`config.mk`:
```
export PLATFORM = sky130hd
export DESIGN_NAME = sram_arb
export DESIGN_NICKNAME = d
export VERILOG_FILES = /design/src/rtl/sram_arb_pkg.sv /design/src/rtl/sram_arb_sel.sv /design/src/rtl/sram_arb.sv
export SDC_FILE = /design/constraint.sdc
export NUM_CORES = 1
export LEC_CHECK = 0
export BUFFER_PORTS_ARGS = -buffer_cell sky130_fd_sc_hd__buf_2
export CAP_MARGIN = 40
export CORE_MARGIN = 3
export CORE_UTILIZATION = 42
export DETAILED_ROUTE_END_ITERATION = 6
export PLACE_DENSITY = 0.84
export SYNTH_ARGS = -nofsm -noshare
export SYNTH_HDL_FRONTEND = slang
export SYNTH_SLANG_ARGS = --single-unit
```
`constraint.sdc`:
```
create_clock -name CLK_100M -period 1.6 [get_ports CLK_100M]
set_input_delay 0.4 -clock CLK_100M [delete_from_list [all_inputs] [get_ports CLK_100M]]
set_output_delay 0.4 -clock CLK_100M [all_outputs]
set_load 0.005 [all_outputs]
```
`src/rtl/sram_arb_pkg.sv`:
```
// Shared types and constants for the SRAM arbiter.
// State enum, strobe bundle, bus widths and parameter defaults.
package sram_arb_pkg;

   localparam int SRAM_AW          = 18;
   localparam int SRAM_DW          = 16;
   localparam int RD_WAIT_DEF      = 1;
   localparam int WR_MAX_BURST_DEF = 8;

   typedef enum logic [1:0] {
      IDLE,
      WR_SET,
      WR_STB,
      RD_SET
   } state_t;

   // Active-low strobes plus the write-data tristate enable.
   typedef struct packed {
      logic ce;
      logic we;
      logic oe;
      logic dq_oe;
   } pins_t;

   // Pin levels for the cycle spent in state s.
   function automatic pins_t pins_of(state_t s);
      pins_t p;
      case (s)
         WR_SET:  p = '{ce: 1'b0, we: 1'b1, oe: 1'b1, dq_oe: 1'b1};
         WR_STB:  p = '{ce: 1'b0, we: 1'b0, oe: 1'b1, dq_oe: 1'b1};
         RD_SET:  p = '{ce: 1'b0, we: 1'b1, oe: 1'b0, dq_oe: 1'b0};
         default: p = '{ce: 1'b1, we: 1'b1, oe: 1'b1, dq_oe: 1'b0};
      endcase
      return p;
   endfunction

endpackage

```
`src/rtl/sram_arb_sel.sv`:
```
// Read/write grant selection with write-starvation counter.
// Ports: clk, rst_n, arb_en, wr_req, rd_req -> gnt_wr, gnt_rd.
module sram_arb_sel
   import sram_arb_pkg::*;
#(
   parameter int WR_MAX_BURST = WR_MAX_BURST_DEF
) (
   input  logic clk,
   input  logic rst_n,
   input  logic arb_en,
   input  logic wr_req,
   input  logic rd_req,
   output logic gnt_wr,
   output logic gnt_rd
);

   localparam int CW = $clog2(WR_MAX_BURST + 1);

   logic [CW-1:0] cnt;
   logic          starved;

   assign starved = (cnt == CW'(WR_MAX_BURST));

   // Reads win ties until the pending write has been passed over
   // WR_MAX_BURST times.
   assign gnt_wr = wr_req & (~rd_req | starved);
   assign gnt_rd = rd_req & ~gnt_wr;

   always_ff @(posedge clk) begin
      if (!rst_n) begin
         cnt <= '0;
      end else if (!wr_req || (arb_en && gnt_wr)) begin
         cnt <= '0;
      end else if (arb_en && gnt_rd && !starved) begin
         cnt <= cnt + CW'(1);
      end
   end

endmodule

```
`src/rtl/sram_arb.sv`:
```
// Two-port (pixel write / line read) arbiter for an async SRAM.
// Ports: CLK_100M, RST_N, WR_*/RD_* requesters, SRAM_* pins, BUSY.
module sram_arb
   import sram_arb_pkg::*;
#(
   parameter int RD_WAIT      = RD_WAIT_DEF,
   parameter int WR_MAX_BURST = WR_MAX_BURST_DEF
) (
   input  logic               CLK_100M,
   input  logic               RST_N,
   input  logic               WR_REQ,
   input  logic [SRAM_AW-1:0] WR_ADDR,
   input  logic [SRAM_DW-1:0] WR_DATA,
   output logic               WR_ACK,
   input  logic               RD_REQ,
   input  logic [SRAM_AW-1:0] RD_ADDR,
   output logic               RD_ACK,
   output logic               RD_DVLD,
   output logic [SRAM_DW-1:0] RD_DATA,
   output logic               SRAM_CE,
   output logic               SRAM_WE,
   output logic               SRAM_OE,
   output logic               SRAM_UB,
   output logic               SRAM_LB,
   output logic [SRAM_AW-1:0] SRAM_ADDR,
   output logic [SRAM_DW-1:0] SRAM_DQ_O,
   output logic               SRAM_DQ_OE,
   input  logic [SRAM_DW-1:0] SRAM_DQ_I,
   output logic               BUSY
);

   state_t     state;
   pins_t      pins;
   logic [2:0] rd_cnt;
   logic       rd_last;
   logic       rd_cap;
   logic       arb_en;
   logic       gnt_wr;
   logic       gnt_rd;

   assign rd_last = (state == RD_SET) && (rd_cnt == 3'(RD_WAIT));

   // Last cycle of every transaction doubles as an arbitration slot.
   assign arb_en = (state == IDLE) || (state == WR_STB) || rd_last;

   sram_arb_sel #(
      .WR_MAX_BURST(WR_MAX_BURST)
   ) u_sel (
      .clk   (CLK_100M),
      .rst_n (RST_N),
      .arb_en(arb_en),
      .wr_req(WR_REQ),
      .rd_req(RD_REQ),
      .gnt_wr(gnt_wr),
      .gnt_rd(gnt_rd)
   );

   assign SRAM_CE    = pins.ce;
   assign SRAM_WE    = pins.we;
   assign SRAM_OE    = pins.oe;
   assign SRAM_DQ_OE = pins.dq_oe;
   assign SRAM_UB    = pins.ce;
   assign SRAM_LB    = pins.ce;

   always_ff @(posedge CLK_100M) begin
      if (!RST_N) begin
         state     <= IDLE;
         pins      <= pins_of(IDLE);
         rd_cnt    <= '0;
         rd_cap    <= 1'b0;
         SRAM_ADDR <= '0;
         SRAM_DQ_O <= '0;
         RD_DATA   <= '0;
         WR_ACK    <= 1'b0;
         RD_ACK    <= 1'b0;
         RD_DVLD   <= 1'b0;
         BUSY      <= 1'b0;
      end else begin
         WR_ACK  <= 1'b0;
         RD_ACK  <= 1'b0;
         rd_cap  <= rd_last;
         RD_DVLD <= rd_cap;
         if (rd_last) begin
            RD_DATA <= SRAM_DQ_I;
         end
         if (arb_en && gnt_wr) begin
            state     <= WR_SET;
            pins      <= pins_of(WR_SET);
            SRAM_ADDR <= WR_ADDR;
            SRAM_DQ_O <= WR_DATA;
            WR_ACK    <= 1'b1;
            BUSY      <= 1'b1;
         end else if (arb_en && gnt_rd) begin
            state     <= RD_SET;
            pins      <= pins_of(RD_SET);
            rd_cnt    <= '0;
            SRAM_ADDR <= RD_ADDR;
            RD_ACK    <= 1'b1;
            BUSY      <= 1'b1;
         end else if (state == WR_SET) begin
            state <= WR_STB;
            pins  <= pins_of(WR_STB);
         end else if (state == RD_SET && !rd_last) begin
            rd_cnt <= rd_cnt + 3'd1;
         end else begin
            state <= IDLE;
            pins  <= pins_of(IDLE);
            BUSY  <= 1'b0;
         end
      end
   end

endmodule

```
==> results.md <==
- Unrepaired setup endpoints after global routing: true
- Post-Place Worst Slack: -0.03409 ns
- Kind of cell adding the most delay to the critical path: compound AO/OA/AOI/OAI gates
- Initial core utilization: 44.13%
- CP Class: reg -> reg
- Clock Latency Late Sink: 0.34 ns
- Worst slew pin tran: 0.4087 ns
- Critical path endpoint category: flop
- Sequential power share: 45.8%
- Number of buffers created by CTS: 9
- Number of global-route vias before repair: 2,488
- Storage element area: 1366 um2
- Sum Neg Setup Slack: 0 ns
- DR vias/cell: 4.965
- Rel. slew slack: 72.52%
- Max rail drop VDD: 0.0005319 V
- Critical Path Fanout Max: 5
- Logic pwr share: 14.9%
- Routed vias: 2,661
- CTS Sinks: 68
- Count of final hold-check violations: 0
- CORE AREA: 6459 um2
- Outcome: completed
- Max H-tree Level: 3
- Port buffer count: 131
- CP required: 1.88 ns
- Total gr overflow: 0
- PnR worst setup slack: 0.0004257 ns
- Die Area: 7811 um2
- Drt wl/cell: 13.54 um
- Clock Path Buffers: 2
- Fmax: 625.2 MHz
- Area of the multi-input gates: 1435 um2
- Worst hold slack: 0.2818 ns
- CP max-delay cell: dfxtp_2
- Post-Route Skew: 0.01306 ns
- Final Max Tran Viols: 0
- Site Rows: 29
- Cell Chain, Critical Path: inv_2, ha_4, and3b_2, o221ai_4, buf_6, buf_16, o21ai_1, a21oi_1
- Sw Pwr: 1.008 mW
- Antenna cells: 0
- Area delta synth->final: 45.17%
- Iteration-0 DRC Markers: 78
- Die H: 88.38 um
- Leak: 1.888 nW
- Syn_area_per_cell: 9.224 um2
- Final period utilization: 99.97%
- First-pass GRT wire length: 11,340 um
- Initial antenna violation count: 0
- Routed wire length: 7258 um
- Syn. warnings: 0
- Max cap viols: 0
- Clock period minus worst slack: 1.600 ns
- Post-Syn Instances: 309
- CTS Root Cell: clkbuf_8
- Sequential area share after synthesis: 47.76%
- Sw Ratio: 25.27%
- Syn Nets: 385
- GRT Total Usage: 18.51%
- Largest net degree at the start of global routing: 32
- Die Wd: 88.38 um
- Clock transition at path regs: 0.08 ns
- Delay of the slowest critical-path stage: 0.34 ns
- Worst Path Arrival: 1.88 ns
- Worst Path Buf+Inv: 3
- Setup-failing EPs final: 0
- Detailed-route DRC error count: 0
- Crit start category: flop
- Worst hold path class: in -> reg
- Mapped cell area: 2850 um2
- Distinct cells, synth: 38
- DR pass1 iterations: 4
- Pwr per Cell Area: 964.1 nW/um2
- FF+latch count, synth: 68
- Layout cells sized above 1: 48.80%
- GP Congestion: 0.8224
- Post-DP HPWL: 5056 um
- Ports: 132
- FILL cells: 525
- Clk pwr share: 39.3%
- ANT nets after route: 0
- CTS tree: built
- Pint: 2.981 mW
- Nets: 530
[worst register-to-register path: stages, from the launching register on]
cell and delay, ns:
dfxtp_2 0.34, inv_2 0.04, ha_4 0.16, and3b_2 0.24, o221ai_4 0.29, buf_6 0.20, buf_16 0.12, o21ai_1 0.05
a21oi_1 0.11
[flip-flops by register name, indices dropped and copies added, names as in the netlist, 2 cells and up]
signal	count
RD_DATA	16
u_sel.cnt	4
state	2
rd_cnt	3
SRAM_DQ_O	16
SRAM_ADDR	18
[synthesized netlist by cell type]
master	n	area (um2)
dfxtp_1	68	1361
nand2_1	59	221.5
a21oi_1	25	125.1
a21boi_1	24	180.2
o21ai_1	22	110.1
mux2i_1	19	190.2
nor2_1	11	41.29
a21boi_2	9	101.4
buf_2	9	45.04
nand2_2	9	56.30
clkbuf_1	7	26.28
inv_1	6	22.52
and2_1	4	25.02
buf_4	4	30.03
ha_1	4	50.05
nand3_1	3	15.01
xnor2_1	3	26.28
and3b_1	2	17.52
o21ai_0	2	10.01
a211oi_1	1	7.510
a211oi_2	1	12.51
a21o_1	1	7.510
a221oi_4	1	26.28
and3_1	1	6.260
and4_1	1	8.760
buf_6	1	11.26
inv_2	1	3.750
nand2b_1	1	6.260
nand3b_1	1	7.510
nand3b_4	1	20.02
nor2_2	1	6.260
nor2b_1	1	6.260
o2111ai_1	1	8.760
o21a_1	1	7.510
o221ai_4	1	26.28
o31ai_1	1	7.510
or2_1	1	6.260
xor2_1	1	8.760
[power groups by stage]
| stage | sequential [mW] | clock (mW) | combinational (mW) |
|---|---|---|---|
| floorplan | 1.86 | 0 | 0.264 |
| global placement | 1.86 | 0 | 0.500 |
| global route | 1.83 | 1.69 | 0.657 |
| detailed placement | 1.86 | 0 | 0.513 |
| CTS | 1.82 | 1.60 | 0.555 |
| finish | 1.83 | 1.57 | 0.594 |
[routing by layer]
| layer | vias up | share of wire, % | GRT usage (%) |
|---|---|---|---|
| met3 | 16 | 10 | 7.169 |
| met2 | 113 | 46 | 28.82 |
| met5 | - | 0 | 0 |
| li1 | 1334 | - | - |
| met1 | 1198 | 41 | 22.74 |
| met4 | 0 | 2.4 | 8.242 |
[what timing repair did]
| action | 4_1_cts | 5_1_grt |
|---|---|---|
| setup buffers | 5 | 2 |
| pin swaps | 3 | 8 |
| setup endpoints to repair | 25 | 50 |
| hold buffers | 0 | 0 |
| cloned | 2 | 3 |
| resized for setup | 19 | 21 |
[layout by cell type (no fill, tap or decap), types with 2 or more instances in the layout]
| cell | count |
|---|---|
| xnor2_1 | 3 |
| dfxtp_1 | 64 |
| inv_2 | 4 |
| and3b_2 | 2 |
| a21boi_1 | 23 |
| inv_1 | 3 |
| o21ai_1 | 21 |
| buf_6 | 3 |
| o21ai_0 | 2 |
| ha_1 | 2 |
| nand3_1 | 2 |
| bufinv_16 | 2 |
| clkbuf_16 | 3 |
| nor2_1 | 10 |
| a21oi_1 | 18 |
| mux2i_1 | 18 |
| buf_2 | 131 |
| buf_4 | 12 |
| nand2_1 | 54 |
| clkbuf_8 | 9 |
| buf_16 | 2 |
| ha_4 | 2 |
| nor2_2 | 2 |
| clkinvlp_4 | 3 |
| and2_1 | 4 |
| dfxtp_2 | 4 |
| a21boi_2 | 10 |
| buf_12 | 4 |
| a21oi_2 | 7 |
| nand2_2 | 14 |
[kinds of logic (layout without fill, tap and decap cells)]
family          Yosys count  count (layout)  share of synthesized area [%]
compound gates           90              90                          22.13
xor+xnor                  4               4                          1.229
fa+ha+maj                 4               4                          1.756
buf+inv                  28             178                          4.873
flops                    68              68                          47.76
mux                      19              19                          6.672
simple gates             96              96                          15.58
[path summary, 6_finish.rpt]
path                                 start      endpoint  slack, ns  cells after the start
worst max-delay path             rd_cnt[1]  SRAM_ADDR[5]     0.0004                      8
worst max register to register   rd_cnt[1]  SRAM_ADDR[5]     0.0004                      8
worst min register to register      rd_cap       RD_DVLD       0.44                      1
worst min-delay path            WR_DATA[4]  SRAM_DQ_O[4]       0.28                      3
[final cells by class]
cell class	count	area share, %
Clock inverter	7	2.419
Timing Repair Buffer	155	23.92
Sequential cell	68	33.02
Clock buffer	9	2.994
Inverter	7	0.6350
Tap cell	77	2.328
Multi-Input combinational cell	213	34.68
[through the flow]
step	total power [mW]	instances	area [um2]	utilization, %
after global placement	2.360	510	3649	56.49
after CTS	3.982	533	4014	62.15
final	3.989	536	4138	64.06
after floorplan	2.127	309	2850	-
after global routing	4.185	536	4138	64.06
after detailed placement	2.372	510	3649	56.49
(Power assumes the default switching activity.)
